===== config.mk =====
export PLATFORM = sky130hd
export DESIGN_NAME = match_controller
export DESIGN_NICKNAME = d
export VERILOG_FILES = /design/src/rtl/scoreboard_pkg.sv /design/src/rtl/match_timer.sv /design/src/rtl/match_controller.sv
export SDC_FILE = /design/constraint.sdc
export NUM_CORES = 1
export LEC_CHECK = 0
export CAP_MARGIN = 10
export CORE_ASPECT_RATIO = 0.8
export CORE_MARGIN = 5
export CORE_UTILIZATION = 30
export CTS_BUF_LIST = sky130_fd_sc_hd__clkbuf_4
export DETAILED_ROUTE_END_ITERATION = 8
export DONT_BUFFER_PORTS = 1
export PLACE_DENSITY = 0.51
export SLEW_MARGIN = 20
export SYNTH_ARGS = -nofsm -noshare
export SYNTH_HDL_FRONTEND = slang
export SYNTH_HIERARCHICAL = 1
export SYNTH_SLANG_ARGS = --single-unit

===== constraint.sdc =====
create_clock -name clk_1khz_i -period 3.2 [get_ports clk_1khz_i]
set_input_delay 0.32 -clock clk_1khz_i [delete_from_list [all_inputs] [get_ports clk_1khz_i]]
set_output_delay 0.32 -clock clk_1khz_i [all_outputs]
set_load 0.01 [all_outputs]

===== src/rtl/scoreboard_pkg.sv =====
// Shared match types: FSM states, winner codes, pending-event record and score limits.
package scoreboard_pkg;

  typedef enum logic [2:0] {
    ST_PLAY   = 3'd0,
    ST_SETTLE = 3'd1,
    ST_WON    = 3'd2,
    ST_CLEAR  = 3'd3
  } state_e;

  typedef enum logic [1:0] {
    WIN_NONE = 2'b00,
    WIN_P1   = 2'b01,
    WIN_P2   = 2'b10
  } winner_e;

  // Source of the single event granted in PLAY.
  typedef enum logic [2:0] {
    SRC_NONE  = 3'd0,
    SRC_PEND1 = 3'd1,
    SRC_PEND2 = 3'd2,
    SRC_NEW1  = 3'd3,
    SRC_NEW2  = 3'd4
  } src_e;

  // One-deep per-player event record: valid flag plus direction.
  typedef struct packed {
    logic valid;
    logic up;
  } pend_t;

  localparam logic [6:0] SCORE_MAX = 7'd99;
  localparam logic [6:0] SCORE_MIN = 7'd0;

  // True when the event would not push the counter past its limits.
  function automatic logic can_apply(input logic [6:0] score, input logic is_up);
    return is_up ? (score != SCORE_MAX) : (score != SCORE_MIN);
  endfunction

  // Win test widened to 8 bits so other + margin cannot wrap.
  function automatic logic wins(input logic [6:0] own, input logic [6:0] other,
                                input logic [7:0] min_score, input logic [7:0] margin);
    logic [7:0] own_w;
    logic [7:0] need_w;
    own_w  = {1'b0, own};
    need_w = {1'b0, other} + margin;
    return (own_w >= min_score) && (own_w >= need_w);
  endfunction

endpackage


===== src/rtl/match_timer.sv =====
// Blink and hold timing for the WON state: free-running while enabled, zeroed by clear.
module match_timer #(
  parameter int unsigned BLINK_MS = 250,
  parameter int unsigned HOLD_MS  = 10000
) (
  input  logic clk_i,
  input  logic rst_ni,
  input  logic en_i,
  input  logic clr_i,
  output logic blink_toggle_o,
  output logic hold_expired_o
);

  localparam int unsigned BW = (BLINK_MS > 1) ? $clog2(BLINK_MS) : 1;
  localparam int unsigned HW = (HOLD_MS > 1) ? $clog2(HOLD_MS) : 1;
  localparam logic [BW-1:0] BLINK_LAST = BW'(BLINK_MS - 1);
  localparam logic [HW-1:0] HOLD_LAST  = HW'(HOLD_MS - 1);

  logic [BW-1:0] blink_q, blink_d;
  logic [HW-1:0] hold_q, hold_d;

  assign blink_toggle_o = en_i & ~clr_i & (blink_q == BLINK_LAST);
  assign hold_expired_o = en_i & ~clr_i & (hold_q == HOLD_LAST);

  // Next counter values: blink wraps each half-period, hold saturates at its last cycle.
  always_comb begin
    blink_d = blink_q;
    hold_d  = hold_q;
    if (clr_i) begin
      blink_d = '0;
      hold_d  = '0;
    end else if (en_i) begin
      blink_d = (blink_q == BLINK_LAST) ? '0 : blink_q + BW'(1);
      hold_d  = (hold_q == HOLD_LAST) ? hold_q : hold_q + HW'(1);
    end
  end

  // Counter registers.
  always_ff @(posedge clk_i or negedge rst_ni) begin
    if (!rst_ni) begin
      blink_q <= '0;
      hold_q  <= '0;
    end else begin
      blink_q <= blink_d;
      hold_q  <= hold_d;
    end
  end

endmodule


===== src/rtl/match_controller.sv =====
// Match controller: gates score events, detects a win, blinks the display and restarts games.
module match_controller
  import scoreboard_pkg::*;
#(
  parameter int unsigned WIN_SCORE  = 21,
  parameter int unsigned WIN_MARGIN = 2,
  parameter int unsigned BLINK_MS   = 250,
  parameter int unsigned HOLD_MS    = 10000
) (
  input  logic       clk_1khz_i,
  input  logic       rst_ni,
  input  logic       up_p1_i,
  input  logic       down_p1_i,
  input  logic       up_p2_i,
  input  logic       down_p2_i,
  input  logic [6:0] score_p1_i,
  input  logic [6:0] score_p2_i,
  input  logic       new_game_i,
  output logic       up_p1_o,
  output logic       down_p1_o,
  output logic       up_p2_o,
  output logic       down_p2_o,
  output logic       score_clr_o,
  output logic [1:0] winner_o,
  output logic       blank_o,
  output logic [2:0] state_o
);

  localparam logic [7:0] WIN_SCORE_W  = 8'(WIN_SCORE);
  localparam logic [7:0] WIN_MARGIN_W = 8'(WIN_MARGIN);

  state_e  state_q, state_d;
  logic    settle_q, settle_d;
  pend_t   pend1_q, pend1_d, pend2_q, pend2_d;
  winner_e winner_q, winner_d;
  logic    blank_q, blank_d;
  logic    clr_q, clr_d;
  logic    up1_q, up1_d, dn1_q, dn1_d, up2_q, up2_d, dn2_q, dn2_d;

  pend_t   new1, new2;
  logic    pend1_ok, pend2_ok;
  logic    p1_wins, p2_wins, undo;
  src_e    src;
  logic    src_up;
  logic    blink_toggle, hold_expired;

  // Incoming events after up-over-down resolution and saturation filtering.
  always_comb begin
    new1.up    = up_p1_i & can_apply(score_p1_i, 1'b1);
    new1.valid = new1.up | (down_p1_i & ~up_p1_i & can_apply(score_p1_i, 1'b0));
    new2.up    = up_p2_i & can_apply(score_p2_i, 1'b1);
    new2.valid = new2.up | (down_p2_i & ~up_p2_i & can_apply(score_p2_i, 1'b0));
  end

  assign pend1_ok = pend1_q.valid & can_apply(score_p1_i, pend1_q.up);
  assign pend2_ok = pend2_q.valid & can_apply(score_p2_i, pend2_q.up);
  assign p1_wins  = wins(score_p1_i, score_p2_i, WIN_SCORE_W, WIN_MARGIN_W);
  assign p2_wins  = wins(score_p2_i, score_p1_i, WIN_SCORE_W, WIN_MARGIN_W);
  assign undo     = ((winner_q == WIN_P1) & new1.valid & ~new1.up) |
                    ((winner_q == WIN_P2) & new2.valid & ~new2.up);

  // Arbitration for PLAY: latched events drain before new ones, P1 ahead of P2 at each level.
  always_comb begin
    src    = SRC_NONE;
    src_up = 1'b0;
    if (pend1_ok) begin
      src    = SRC_PEND1;
      src_up = pend1_q.up;
    end else if (pend2_ok) begin
      src    = SRC_PEND2;
      src_up = pend2_q.up;
    end else if (new1.valid) begin
      src    = SRC_NEW1;
      src_up = new1.up;
    end else if (new2.valid) begin
      src    = SRC_NEW2;
      src_up = new2.up;
    end
  end

  match_timer #(
    .BLINK_MS (BLINK_MS),
    .HOLD_MS  (HOLD_MS)
  ) u_timer (
    .clk_i          (clk_1khz_i),
    .rst_ni         (rst_ni),
    .en_i           (state_q == ST_WON),
    .clr_i          (state_q != ST_WON),
    .blink_toggle_o (blink_toggle),
    .hold_expired_o (hold_expired)
  );

  // State register, including the SETTLE second-cycle flag.
  always_ff @(posedge clk_1khz_i or negedge rst_ni) begin
    if (!rst_ni) begin
      state_q  <= ST_PLAY;
      settle_q <= 1'b0;
    end else begin
      state_q  <= state_d;
      settle_q <= settle_d;
    end
  end

  // Next-state logic; a new-game request overrides everything.
  always_comb begin
    state_d  = state_q;
    settle_d = 1'b0;
    if (new_game_i) begin
      state_d = ST_CLEAR;
    end else begin
      unique case (state_q)
        ST_PLAY:   if (src != SRC_NONE) state_d = ST_SETTLE;
        ST_SETTLE: begin
          if (!settle_q)               settle_d = 1'b1;
          else if (p1_wins || p2_wins) state_d  = ST_WON;
          else                         state_d  = ST_PLAY;
        end
        ST_WON: begin
          if (undo)              state_d = ST_SETTLE;
          else if (hold_expired) state_d = ST_CLEAR;
        end
        ST_CLEAR:  state_d = ST_PLAY;
        default:   state_d = ST_PLAY;
      endcase
    end
  end

  // Output and pending-latch next values; every output leaves through a register.
  always_comb begin
    up1_d    = 1'b0;
    dn1_d    = 1'b0;
    up2_d    = 1'b0;
    dn2_d    = 1'b0;
    clr_d    = 1'b0;
    winner_d = winner_q;
    blank_d  = blank_q;
    pend1_d  = pend1_q;
    pend2_d  = pend2_q;
    if (new_game_i) begin
      clr_d    = 1'b1;
      winner_d = WIN_NONE;
      blank_d  = 1'b0;
      pend1_d  = '0;
      pend2_d  = '0;
    end else begin
      unique case (state_q)
        ST_PLAY: begin
          up1_d = ((src == SRC_PEND1) || (src == SRC_NEW1)) &  src_up;
          dn1_d = ((src == SRC_PEND1) || (src == SRC_NEW1)) & ~src_up;
          up2_d = ((src == SRC_PEND2) || (src == SRC_NEW2)) &  src_up;
          dn2_d = ((src == SRC_PEND2) || (src == SRC_NEW2)) & ~src_up;
          // A latched event that has become saturated is discarded; a served one is consumed.
          if ((pend1_q.valid && !pend1_ok) || (src == SRC_PEND1)) pend1_d = '0;
          if ((pend2_q.valid && !pend2_ok) || (src == SRC_PEND2)) pend2_d = '0;
          // Losing new events park in an empty latch, otherwise they are dropped.
          if (new1.valid && !pend1_q.valid && (src != SRC_NEW1)) pend1_d = new1;
          if (new2.valid && !pend2_q.valid && (src != SRC_NEW2)) pend2_d = new2;
        end
        ST_SETTLE: begin
          if (new1.valid && !pend1_q.valid) pend1_d = new1;
          if (new2.valid && !pend2_q.valid) pend2_d = new2;
          if (settle_q && (p1_wins || p2_wins)) begin
            winner_d = p1_wins ? WIN_P1 : WIN_P2;
            blank_d  = 1'b1;
            pend1_d  = '0;
            pend2_d  = '0;
          end
        end
        ST_WON: begin
          if (undo) begin
            dn1_d    = (winner_q == WIN_P1);
            dn2_d    = (winner_q == WIN_P2);
            winner_d = WIN_NONE;
            blank_d  = 1'b0;
          end else if (hold_expired) begin
            clr_d    = 1'b1;
            winner_d = WIN_NONE;
            blank_d  = 1'b0;
            pend1_d  = '0;
            pend2_d  = '0;
          end else if (blink_toggle) begin
            blank_d = ~blank_q;
          end
        end
        ST_CLEAR: begin
          winner_d = WIN_NONE;
          blank_d  = 1'b0;
          pend1_d  = '0;
          pend2_d  = '0;
        end
        default: begin
          winner_d = WIN_NONE;
          blank_d  = 1'b0;
        end
      endcase
    end
  end

  // Output and pending-latch registers.
  always_ff @(posedge clk_1khz_i or negedge rst_ni) begin
    if (!rst_ni) begin
      up1_q    <= 1'b0;
      dn1_q    <= 1'b0;
      up2_q    <= 1'b0;
      dn2_q    <= 1'b0;
      clr_q    <= 1'b0;
      winner_q <= WIN_NONE;
      blank_q  <= 1'b0;
      pend1_q  <= '0;
      pend2_q  <= '0;
    end else begin
      up1_q    <= up1_d;
      dn1_q    <= dn1_d;
      up2_q    <= up2_d;
      dn2_q    <= dn2_d;
      clr_q    <= clr_d;
      winner_q <= winner_d;
      blank_q  <= blank_d;
      pend1_q  <= pend1_d;
      pend2_q  <= pend2_d;
    end
  end

  assign up_p1_o     = up1_q;
  assign down_p1_o   = dn1_q;
  assign up_p2_o     = up2_q;
  assign down_p2_o   = dn2_q;
  assign score_clr_o = clr_q;
  assign winner_o    = winner_q;
  assign blank_o     = blank_q;
  assign state_o     = state_q;

endmodule


==> results.md <==
* Die W at 122.2 um
* Root Buffer: clkbuf_4
* Ant. Diodes at 0
* Router iterations before antenna repair at 4
* Final ANT Viol Nets at 0
* Nets@finish at 382
* Pin count of the biggest net entering global routing at 38
* Max Transition Viols Final at 0
* Hpwl dp at 5588 um
* GR Util All Layers at 12.56%
* Drt wl/cell at 15.59 um
* Setup Total Neg Slack at 0 ns
* Endpoints failing setup at 0
* First-pass GRT wire length at 12340 um
* CTS tree: yes
* CP max FO at 5
* Status: finished, final reports clean
* Fraction of layout cells with a size suffix above 1 at 10.75%
* Crit path top cell by count: inv_1
* # resized after CTS at 0
* Peak supply drop at 0.2263 mV
* Critical Path RT at 3.44 ns
* Clock Path Buffers at 2
* Htree depth at 2
* Critical path's slowest cell: or4b_4
* Final hold violation count at 0
* Final worst-path cycle share at 86.64%
* Setup Fix Bufs, Post-CTS at 0
* Synth top area share at 30.67%
* Via density at 5.166
* Die height at 99.73 um
* CTS Buf Count at 5
* Ports at 32
* Setup Skew at 0.01147 ns
* # DRC at 0
* Cts hold-fix bufs at 2
* Syn-to-layout area delta at 7.501%
* RSZ-0062 raised after global routing: false
* Pwr/cell area at 473.3 mW/mm^2
* Synth Warn # at 6
* Hold Path Class: in2reg
* Die area at 0.01218 mm^2
* Synth cell types at 78
* Setup WS post-layout at 0.4274 ns
* # rows at 32
* Synth Area per Inst at 9.121 um^2
* Vias in the first global route at 2330
* Ys async rst share at 100.0%
* Vias post-DR at 2433
* Cell count after synthesis at 331
* Worst-path cell chain: inv_1 > ha_1 > inv_1 > or4b_4 > nor4_4 > and2_1 > a311o_2 > o31a_1 > o21a_2 > mux2_4
* Post-route minimum period at 2.773 ns
* Post-synth EDFFs at 0
* Port bufs at 0
* Placer Congestion at 0.8048
* Post-synth top area cell: dfrtp_1
* Synth area leaders: dfrtp_1 31%, ha_1 11%, xor2_1 4.1%
* Mapped Nets at 379
* GR Overflow Total at 0
* Fill count at 1014
* Cell area after synthesis at 0.003019 mm^2
* Fmax at 0.3607 GHz
* Post-synthesis sequential area ratio at 30.67%
* Starting DRT DRC Count at 145
* DRT Wirelength at 7343 um
* Pre-CTS setup slack at 0.4502 ns
* Synth Flop Type: dfrtp_1
* CP Launch Type: flip-flop
* Crit end category: flip-flop
* Starting Density at 31.03%
* Leakage power at 1.377 nW
* WP data arrival at 3.02 ns
* Crit-path max cell delay at 0.54 ns
* Clock Sink Count at 37
* Initial antenna violation count at 0
* Register bit count reported by yosys at 37
* Max cap viols at 0
* Critical path type: reg2reg
* Clock-pin slew on the worst setup and hold paths at 0.12 ns
* Core area at 0.009729 mm^2
* Clk_lat worst skew at 0.35 ns
power breakdown:
group,switching (mW),internal (mW)
clock,0.167,0.0797
combinational,0.391,0.294
sequential,0.0799,0.525
total,0.638,0.898
final cells by class:
class | count | area, um^2 | share of cell area, %
multi-input combinational | 267 | 1972 | 60.76
sequential | 37 | 925.9 | 28.53
tap | 136 | 170.2 | 5.243
timing repair buffer | 7 | 67.56 | 2.082
inverter | 16 | 60.06 | 1.850
clock buffer | 5 | 37.54 | 1.157
clock inverter | 3 | 12.51 | 0.3855
placed cells by master, fill, tap and decap left out, types with 4 or more instances in the layout:
master,instances
dfrtp_1,37
nand4_1,6
ha_1,27
buf_4,5
clkbuf_4,5
o211ai_1,4
nand2_1,24
or3_1,8
nand3_1,17
nor3b_1,4
o21a_1,4
xor2_1,14
nor2b_1,7
nand2b_1,7
or4_1,4
a31oi_1,6
nor2_1,30
and2_1,5
a21oi_1,7
o21ai_0,10
inv_1,16
layer usage:
layer	share of wire, %	wire (um)	vias to the layer above	track usage (%)
li1	-	-	1225	-
met1	50	3685	1157	18.37
met2	44	3205	47	18.42
met3	5.4	396	4	3.638
met4	0.78	57	0	2.410
met5	0	0	-	0
synth_stat cells, types with 5 or more instances:
cell type	n
a21oi_1	7
a31oi_1	6
and2_1	5
dfrtp_1	37
ha_1	27
inv_1	16
nand2_1	24
nand2b_1	7
nand3_1	17
nand4_1	6
nor2_1	30
nor2b_1	7
o21ai_0	10
or3_1	8
xor2_1	14
state kept, by name, indices dropped and copies added (netlist names):
signal and flops:
score_clr_o 1, state_o 2, pend1_q 2, up_p1_o 1, down_p1_o 1, down_p2_o 1, blank_o 1, u_timer/hold_q 14
pend2_q 2, u_timer/blink_q 8, up_p2_o 1, winner_o 2, settle_q 1
cell families after synthesis:
logic type	synth area share, %
compound gates	18.69
xor+xnor	4.932
fa+ha+maj	11.19
buf+inv	4.020
flops	30.67
mux	3.108
other cells	0.1242
simple gates	27.27
worst paths after layout:
path,start,endpoint,slack (ns),cells after the start
max in group asynchronous,rst_ni,u_timer/hold_q[9]$_DFFE_PN0P_,2.57,2
max reg2reg,state_o[0]$_DFFE_PN0P_,pend1_q[1]$_DFFE_PN0P_,0.43,10
max,state_o[0]$_DFFE_PN0P_,pend1_q[1]$_DFFE_PN0P_,0.43,10
min reg2reg,settle_q$_DFF_PN0_,settle_q$_DFF_PN0_,0.48,1
min,new_game_i,score_clr_o$_DFF_PN0_,0.11,1
min in group asynchronous,rst_ni,u_timer/blink_q[7]$_DFFE_PN0P_,0.43,2
critical path: cells and delay by family, from the launching register on:
| family | cells | cell delay (ns) |
|---|---|---|
| flip-flops | 1 | 0.39 |
| adder cells (fa/ha/maj) | 1 | 0.18 |
| AND/OR/NAND/NOR | 3 | 1.08 |
| buffers and inverters | 2 | 0.16 |
| AO/OA/AOI/OAI | 3 | 0.56 |
| multiplexers | 1 | 0.30 |
through the flow:
stage          std cells  total power [mW]  hold WS (ns)  util (%)  area (um^2)
2_1_floorplan        331             1.115       0.02441         -         3019
6_report             471             1.536        0.1124     33.36         3246
3_3_place_gp         461             1.282       0.02570     32.54         3166
5_1_grt              471             1.663       0.07330     33.36         3246
4_1_cts              471             1.552        0.1029     33.36         3246
3_5_place_dp         461             1.290       0.02547     32.54         3166
Power figures use the tool's default switching activity.
